--- config.mk ---
export PLATFORM = sky130hd
export DESIGN_NAME = mem_arbiter
export DESIGN_NICKNAME = d
export VERILOG_FILES = /design/src/rtl/rv32i_types.sv /design/src/rtl/mem_arbiter.sv
export SDC_FILE = /design/constraint.sdc
export NUM_CORES = 1
export LEC_CHECK = 0
export BUFFER_PORTS_ARGS = -buffer_cell sky130_fd_sc_hd__buf_2
export CORE_AREA = 5 5 567 569
export DETAILED_ROUTE_END_ITERATION = 10
export DIE_AREA = 0 0 572 574
export PLACE_DENSITY_LB_ADDON = 0.3
export SYNTH_ARGS = -nofsm -noshare
export SYNTH_HDL_FRONTEND = slang
export SYNTH_SLANG_ARGS = --single-unit
--- constraint.sdc ---
create_clock -name clk -period 2.85 [get_ports clk]
set_input_delay 0.1425 -clock clk [delete_from_list [all_inputs] [get_ports clk]]
set_output_delay 0.1425 -clock clk [all_outputs]
set_load 0.02 [all_outputs]
--- src/rtl/rv32i_types.sv ---
// Shared types for the memory-side arbiter: FSM states, requester sides
// and the line/address widths used on every DFP port.
package rv32i_types;

    localparam int LINE_W = 256;
    localparam int ADDR_W = 32;

    typedef enum logic [1:0] {
        IDLE    = 2'd0,
        SERVE_I = 2'd1,
        SERVE_D = 2'd2
    } arb_state_t;

    typedef enum logic {
        ARB_I = 1'b0,
        ARB_D = 1'b1
    } arb_side_t;

endpackage

--- src/rtl/mem_arbiter.sv ---
// Round-robin arbiter sharing one cacheline adapter between the I-cache and
// the D-cache; one transaction in flight, with an IDLE cycle between grants.
module mem_arbiter
    import rv32i_types::*;
(
    input  logic              clk,
    input  logic              rst,

    input  logic [ADDR_W-1:0] i_dfp_addr,
    input  logic              i_dfp_read,
    output logic [LINE_W-1:0] i_dfp_rdata,
    output logic              i_dfp_resp,

    input  logic [ADDR_W-1:0] d_dfp_addr,
    input  logic              d_dfp_read,
    input  logic              d_dfp_write,
    input  logic [LINE_W-1:0] d_dfp_wdata,
    output logic [LINE_W-1:0] d_dfp_rdata,
    output logic              d_dfp_resp,

    output logic [ADDR_W-1:0] m_dfp_addr,
    output logic              m_dfp_read,
    output logic              m_dfp_write,
    output logic [LINE_W-1:0] m_dfp_wdata,
    input  logic [LINE_W-1:0] m_dfp_rdata,
    input  logic              m_dfp_resp,

    output logic [31:0]       i_grant_cnt,
    output logic [31:0]       d_grant_cnt
);

    arb_state_t state;
    arb_side_t  last_grant;
    logic       latched_write;

    logic i_req;
    logic d_req;
    logic pick_d;
    logic pick_i;

    assign i_req  = i_dfp_read;
    assign d_req  = d_dfp_read | d_dfp_write;
    // On a tie the side that did not win last time takes the grant.
    assign pick_d = d_req && (!i_req || (last_grant == ARB_I));
    assign pick_i = i_req && !pick_d;

    // NOTE: all state below uses non-blocking assignments so every register
    // samples pre-edge values and the grant decision sees a consistent snapshot.
    always_ff @(posedge clk or negedge rst) begin
        if (!rst) begin
            state         <= IDLE;
            last_grant    <= ARB_I;
            latched_write <= 1'b0;
            m_dfp_addr    <= '0;
            m_dfp_wdata   <= '0;
            i_grant_cnt   <= '0;
            d_grant_cnt   <= '0;
        end else begin
            case (state)
                IDLE: begin
                    if (pick_d) begin
                        state         <= SERVE_D;
                        last_grant    <= ARB_D;
                        m_dfp_addr    <= d_dfp_addr;
                        m_dfp_wdata   <= d_dfp_wdata;
                        latched_write <= d_dfp_write;
                        d_grant_cnt   <= d_grant_cnt + 32'd1;
                    end else if (pick_i) begin
                        state       <= SERVE_I;
                        last_grant  <= ARB_I;
                        m_dfp_addr  <= i_dfp_addr;
                        i_grant_cnt <= i_grant_cnt + 32'd1;
                    end
                end
                SERVE_I, SERVE_D: begin
                    if (m_dfp_resp) begin
                        state <= IDLE;
                    end
                end
                default: state <= IDLE;
            endcase
        end
    end

    assign m_dfp_read  = (state == SERVE_I) || ((state == SERVE_D) && !latched_write);
    assign m_dfp_write = (state == SERVE_D) && latched_write;

    // The response path is purely combinational so no cycles are added.
    assign i_dfp_resp  = (state == SERVE_I) && m_dfp_resp;
    assign d_dfp_resp  = (state == SERVE_D) && m_dfp_resp;
    assign i_dfp_rdata = m_dfp_rdata;
    assign d_dfp_rdata = m_dfp_rdata;

endmodule
==> results of run 1 <==
## tightest hold or removal path: stages
cell and delay (ns):
dlygate4sd3_1 0.52, buf_2 0.09, nand2_1 0.04, nand2_1 0.05
## final timing paths
check / from / to / cells after the start
min in group asynchronous: rst / m_dfp_wdata[173] / 3
max in group asynchronous: rst / m_dfp_wdata[78] / 4
worst max-delay path: last_grant / m_dfp_addr[17] / 6
worst max register to register: last_grant / m_dfp_addr[17] / 6
worst min register to register: m_dfp_wdata[169] / m_dfp_wdata[169] / 2
worst min-delay path: d_dfp_wdata[173] / m_dfp_wdata[173] / 4
## what timing repair did
action / CTS / global route
hold buffers: 327 / 0
endpoints found under the setup margin: 0 / 0
hold endpoints to repair: 501 / 0
buffers inserted: 0 / 0
## synth_stat cells (all sizes together)
master,count
nand2,825
buf,541
dfrtp,356
clkbuf,47
xnor2,44
o21ai,35
mux2i,32
nand4,26
nand3,23
xor2,18
nor4,12
and3,11
and4,9
inv,7
nor2,6
and2,5
ha,5
nor3,4
nor2b,3
nand2b,2
or4,2
a21o,1
a21oi,1
a2bb2oi,1
mux2,1
nand4b,1
o21bai,1
o2bb2ai,1
or2,1
## layout make-up
type / instances / area, um2 / share of cell area, %
inverter: 7 / 26.28 / 0.09340
clock buffer: 76 / 1595 / 5.671
clock inverter: 24 / 236.5 / 0.8406
timing repair buffer: 1043 / 7122 / 25.32
antenna: 6 / 15.01 / 0.05337
sequential: 356 / 8909 / 31.67
multi-input combinational: 1070 / 4999 / 17.77
tap: 4180 / 5230 / 18.59
## routing by layer
layer	share of wire, %	wire (um)
met4	6.0	9244
met3	20	31470
met5	0.20	305
met1	33	50110
met2	41	62500
## cell families (layout without fill, tap and decap cells)
family	count (synthesis)	after routing	synth area share [%]
AO/OA/AOI/OAI	40	40	1.177
XOR/XNOR	62	62	3.004
other	0	6	0
multiplexers	33	33	1.834
flip-flops	356	356	49.29
AND/OR/NAND/NOR	930	930	21.13
buffers and inverters	595	1150	23.22
adder cells (fa/ha/maj)	5	5	0.3461
## metrics by stage
stage | utilization [%] | worst slack [ns]
after global placement | 7.271 | 0.6571
after global routing | 8.893 | 0.1538
final | 8.896 | 0.3307
after detailed placement | 7.271 | 0.6135
after CTS | 8.891 | 0.2641
after floorplan | - | 1.050
## where the power goes
part           switching [mW]  leakage, nW  internal, mW
Sequential               1.24         4.45          7.19
Clock                    2.99        0.901          4.09
Combinational            10.4         7.56          3.41
## sequential cells by signal, indices dropped and copies added, names as in the netlist
name,count
d_grant_cnt,32
i_grant_cnt,32
last_grant,1
latched_write,1
m_dfp_addr,32
m_dfp_wdata,256
state,2
==> flow_summary.json, run 1 <==
{
  "finalSetupTns_ns": 0,
  "slew_viol_final": 0,
  "synth_cells": 2021,
  "synth_seq_area_share_pct": 49.29,
  "n_fill_cell": 36880,
  "fmaxAchievable_mhz": 396.9,
  "io_pins": 1450,
  "timing.hold.ws_ns": 0.1497,
  "first_pass_iters": 6,
  "hpwl_mm": 132.3,
  "placed_cell_area_um2": 22990,
  "cts.path.max_buffers": 3,
  "gp_congestion": 0.7690,
  "cts_tree": "yes",
  "critical_path_class": "flop to flop",
  "grt_pass1_vias": 16980,
  "skew_ns": 0.04389,
  "fin_area_um2": 28130,
  "r2r_slack_ns": 0.33,
  "crit_fanout": 20,
  "clk_latency_ns": 0.71,
  "antenna_left": 0,
  "critPathSlowestCell": "dlygate4sd3_1",
  "finalCritPeriodShare_pct": 88.40,
  "grt_max_degree": 97,
  "die_area_um2": 328300,
  "worst_pin_slew_ns": 0.7753,
  "slew_headroom_pct": 48.21,
  "dp.cells": 6329,
  "grtUsageMet1_pct": 8.509,
  "synth_area_um2": 18070,
  "first_iter_violations": 659,
  "rsz0062_at_grt": "false",
  "grt_pass1_wl_mm": 189.8,
  "path_cells": "a2bb2oi_4 > buf_4 > buf_4 > mux2i_1 > dlygate4sd3_1 > o21ai_0",
  "instances_no_fill": 6762,
  "synth_top_area_share_pct": 49.29,
  "outcome": "finished clean",
  "slowest_delay_ns": 0.60,
  "grt_util_all_layers_pct": 8.993,
  "clock-sinks": 356,
  "vias_per_cell": 2.324,
  "power_leakage_nw": 12.91,
  "min_period_ns": 2.519,
  "ir_worst_vdd_mv": 0.5610,
  "wirelength_mm": 153.6,
  "wl_per_cell_um": 22.72,
  "syn_to_final_growth_pct": 55.64,
  "synth_cell_types": 37,
  "cp-start-kind": "flop",
  "die_y_um": 574,
  "avgSynthCellArea_um2": 8.944,
  "synth_top_area_cell": "dfrtp_1",
  "ctsResizeCount": 0,
  "min_path_type": "primary input to flop",
  "cts.htree.levels": 2,
  "drive_above_1_share_pct": 32.22,
  "busiest_layer": "met2",
  "netlist_top_cells_area": "dfrtp_1 49%, buf_4 21%, nand2_1 17%",
  "num_rows": 207,
  "gr-total-overflow": 0,
  "power_mw": 29.37,
  "drc": 0,
  "cts_root_buf": "clkbuf_16",
  "final_common_cell": "nand2_1",
  "initial_utilization_pct": 5.716,
  "die-width_um": 572,
  "cap_violations": 0,
  "cts_made_buffers": 54,
  "path_delay_family": "buffers and inverters",
  "setup_viol": 0,
  "syn_nets": 2608,
  "layout_common_cells": "823 x nand2_1, 680 x buf_2, 356 x dfrtp_1, 326 x dlygate4sd3_1, 55 x clkbuf_16",
  "grt_antenna_before_repair": 87,
  "yosys_warnings": 0,
  "core_area_um2": 316200,
  "critPathRequiredTime_ns": 3.40,
  "hold_viol": 0,
  "crit_arrival_ns": 3.07,
  "synth_seq_cells": 356,
  "num_vias": 15720,
  "grt_use_met2_pct": 13.25,
  "cts.clk_slew.worst_paths_ns": 0.07,
  "gr-usage-met3_pct": 8.073,
  "port-buffer-count": 681,
  "path_buf_inv": 3,
  "cp_common_cell": "buf_4",
  "critPathCaptureType": "flop",
  "powerDensity_nw_per_um2": 1044,
  "nets": 3119
}
No activity file was read; power rests on OpenSTA's default activity.
==> run 2: changes to the inputs <==
--- a/config.mk
+++ b/config.mk
@@ -6,9 +6,11 @@
 export NUM_CORES = 1
 export LEC_CHECK = 0
 export BUFFER_PORTS_ARGS = -buffer_cell sky130_fd_sc_hd__buf_2
-export CORE_AREA = 5 5 567 569
+export CELL_PAD_IN_SITES_DETAIL_PLACEMENT = 0
+export CELL_PAD_IN_SITES_GLOBAL_PLACEMENT = 2
+export CORE_AREA = 5 5 556 558
 export DETAILED_ROUTE_END_ITERATION = 10
-export DIE_AREA = 0 0 572 574
+export DIE_AREA = 0 0 561 563
 export PLACE_DENSITY_LB_ADDON = 0.3
 export SYNTH_ARGS = -nofsm -noshare
 export SYNTH_HDL_FRONTEND = slang
==> run 2 against run 1 <==
Effect of this change: flip-flop and latch count did not move; sequential power hardly changed; via count down 2.3%; cell area barely moved; highest routed layer unchanged; combinational power is 3% lower; sequential share of layout area barely moved; worst hold slack gained 0.0056 ns; critical path type unchanged; routed wire length shrank 11%; power increased by 0.88%; first-iteration DRC count shrank 4.2%.
==> flow_summary.json, run 2 (synthesized netlist as in run 1, its figures left out) <==
{
  "outcome": "finished clean",
  "cts_root_buf": "clkbuf_16",
  "num_rows": 203,
  "cts_tree": "yes",
  "drive_above_1_share_pct": 32.34,
  "cts.path.max_buffers": 3,
  "vias_per_cell": 2.330,
  "wirelength_mm": 136.3,
  "power_mw": 29.63,
  "gr-total-overflow": 0,
  "die_area_um2": 315800,
  "rsz0062_at_grt": "false",
  "cts.clk_slew.worst_paths_ns": 0.06,
  "io_pins": 1450,
  "die_y_um": 563,
  "antenna_left": 0,
  "largest_reg_flops": 256,
  "postCtsSetupBuffers": 0,
  "dp.cells": 6152,
  "path_cells": "a2bb2oi_4 > buf_12 > mux2i_1 > dlygate4sd3_1 > buf_4 > o21ai_0",
  "cap_violations": 0,
  "syn_to_final_growth_pct": 55.63,
  "port-buffer-count": 681,
  "ir_worst_vdd_mv": 0.4398,
  "layout_common_cells": "823 x nand2_1, 680 x buf_2, 356 x dfrtp_1, 327 x dlygate4sd3_1, 59 x clkbuf_16",
  "final_common_cell": "nand2_1",
  "fmaxAchievable_mhz": 447.0,
  "setup_viol": 0,
  "critical_path_class": "flop to flop",
  "cts.htree.levels": 2,
  "die-width_um": 561,
  "hpwl_mm": 112.9,
  "critPathCaptureType": "flop",
  "slowest_delay_ns": 0.59,
  "drc": 0,
  "grt_util_all_layers_pct": 8.285,
  "min_path_type": "primary input to flop",
  "finalSetupTns_ns": 0,
  "cts_made_buffers": 58,
  "timing.hold.ws_ns": 0.1553,
  "skew_ns": 0.02308,
  "core_area_um2": 304000,
  "clock-sinks": 356,
  "finalCritPeriodShare_pct": 78.50,
  "num_vias": 15360,
  "initial_utilization_pct": 5.945,
  "grt_antenna_before_repair": 38,
  "critPathRequiredTime_ns": 3.41,
  "nets": 3130,
  "regMostFlops": "m_dfp_wdata",
  "cp-start-kind": "flop",
  "worst_pin_slew_ns": 1.013,
  "wl_per_cell_um": 20.68,
  "first_pass_iters": 5,
  "crit_fanout": 32,
  "slew_viol_final": 0,
  "first_iter_violations": 631,
  "instances_no_fill": 6591,
  "grt_max_degree": 84,
  "grt_pass1_vias": 16900,
  "gp_congestion": 0.7216,
  "slew_headroom_pct": 32.32,
  "powerDensity_nw_per_um2": 1053,
  "min_period_ns": 2.237,
  "power_leakage_nw": 13.02,
  "hold_viol": 0,
  "grt_pass1_wl_mm": 173.2,
  "critPathSlowestCell": "dlygate4sd3_1",
  "clk_latency_ns": 0.72,
  "crit_arrival_ns": 2.80
}
## run 2: cell count changes in the layout (fill, tap and decap cells not counted), moves of 3 or more
cell,previous run,this run
buf_12,12,16
clkbuf_1,7,13
clkbuf_16,55,59
diode_2,6,3
## run 2: report_power, final
part | switching [mW] | total [mW] | internal (mW)
logic | 9.95 | 13.5 | 3.57
clock network | 3.20 | 7.67 | 4.47
registers | 1.25 | 8.44 | 7.19
total | 14.4 | 29.6 | 15.2
## run 2: per-layer routing
| layer | global-route usage, % | part of all wire (%) |
|---|---|---|
| met3 | 7.085 | 19 |
| met5 | 0.3012 | 0.12 |
| met4 | 4.062 | 5.4 |
| met1 | 8.905 | 38 |
| met2 | 11.24 | 38 |
## run 2: final timing paths
kind	start	to	slack (ns)	cells after the start
hold / removal	d_dfp_wdata[40]	m_dfp_wdata[40]	0.16	4
setup reg to reg	last_grant	m_dfp_addr[3]	0.61	6
min in group asynchronous	rst	m_dfp_wdata[247]	0.22	3
hold reg to reg	m_dfp_wdata[132]	m_dfp_wdata[132]	0.47	2
setup / recovery	last_grant	m_dfp_addr[3]	0.61	6
max in group asynchronous	rst	m_dfp_wdata[55]	2.17	3
## run 2: area by class of cell
class | count | area (um2)
antenna | 3 | 7.507
fill | 35370 | 275900
tap | 3997 | 5001
sequential | 356 | 8909
timing repair buffer | 1050 | 7227
inverter | 7 | 26.28
clock buffer | 84 | 1690
multi-input combinational | 1070 | 4999
clock inverter | 24 | 271.5
## run 2: timing repair
item                      CTS  global route
resized for setup           0             0
hold buffers              328             0
hold endpoints to repair  649             0
## run 2: critical path: cells and delay by family (launching register included)
| family | cells | cell delay, ns |
|---|---|---|
| flops | 1 | 0.43 |
| compound gates | 2 | 0.39 |
| mux | 1 | 0.24 |
| buf+inv | 3 | 0.99 |
## run 2: through the flow
step           cell area (um2)  util [%]  setup slack (ns)
2_1_floorplan            18070         -             1.050
3_3_place_gp             22860     7.519            0.5254
3_5_place_dp             22860     7.519            0.5911
4_1_cts                  28120     9.250            0.5527
5_1_grt                  28130     9.251            0.4860
6_report                 28130     9.253            0.6128
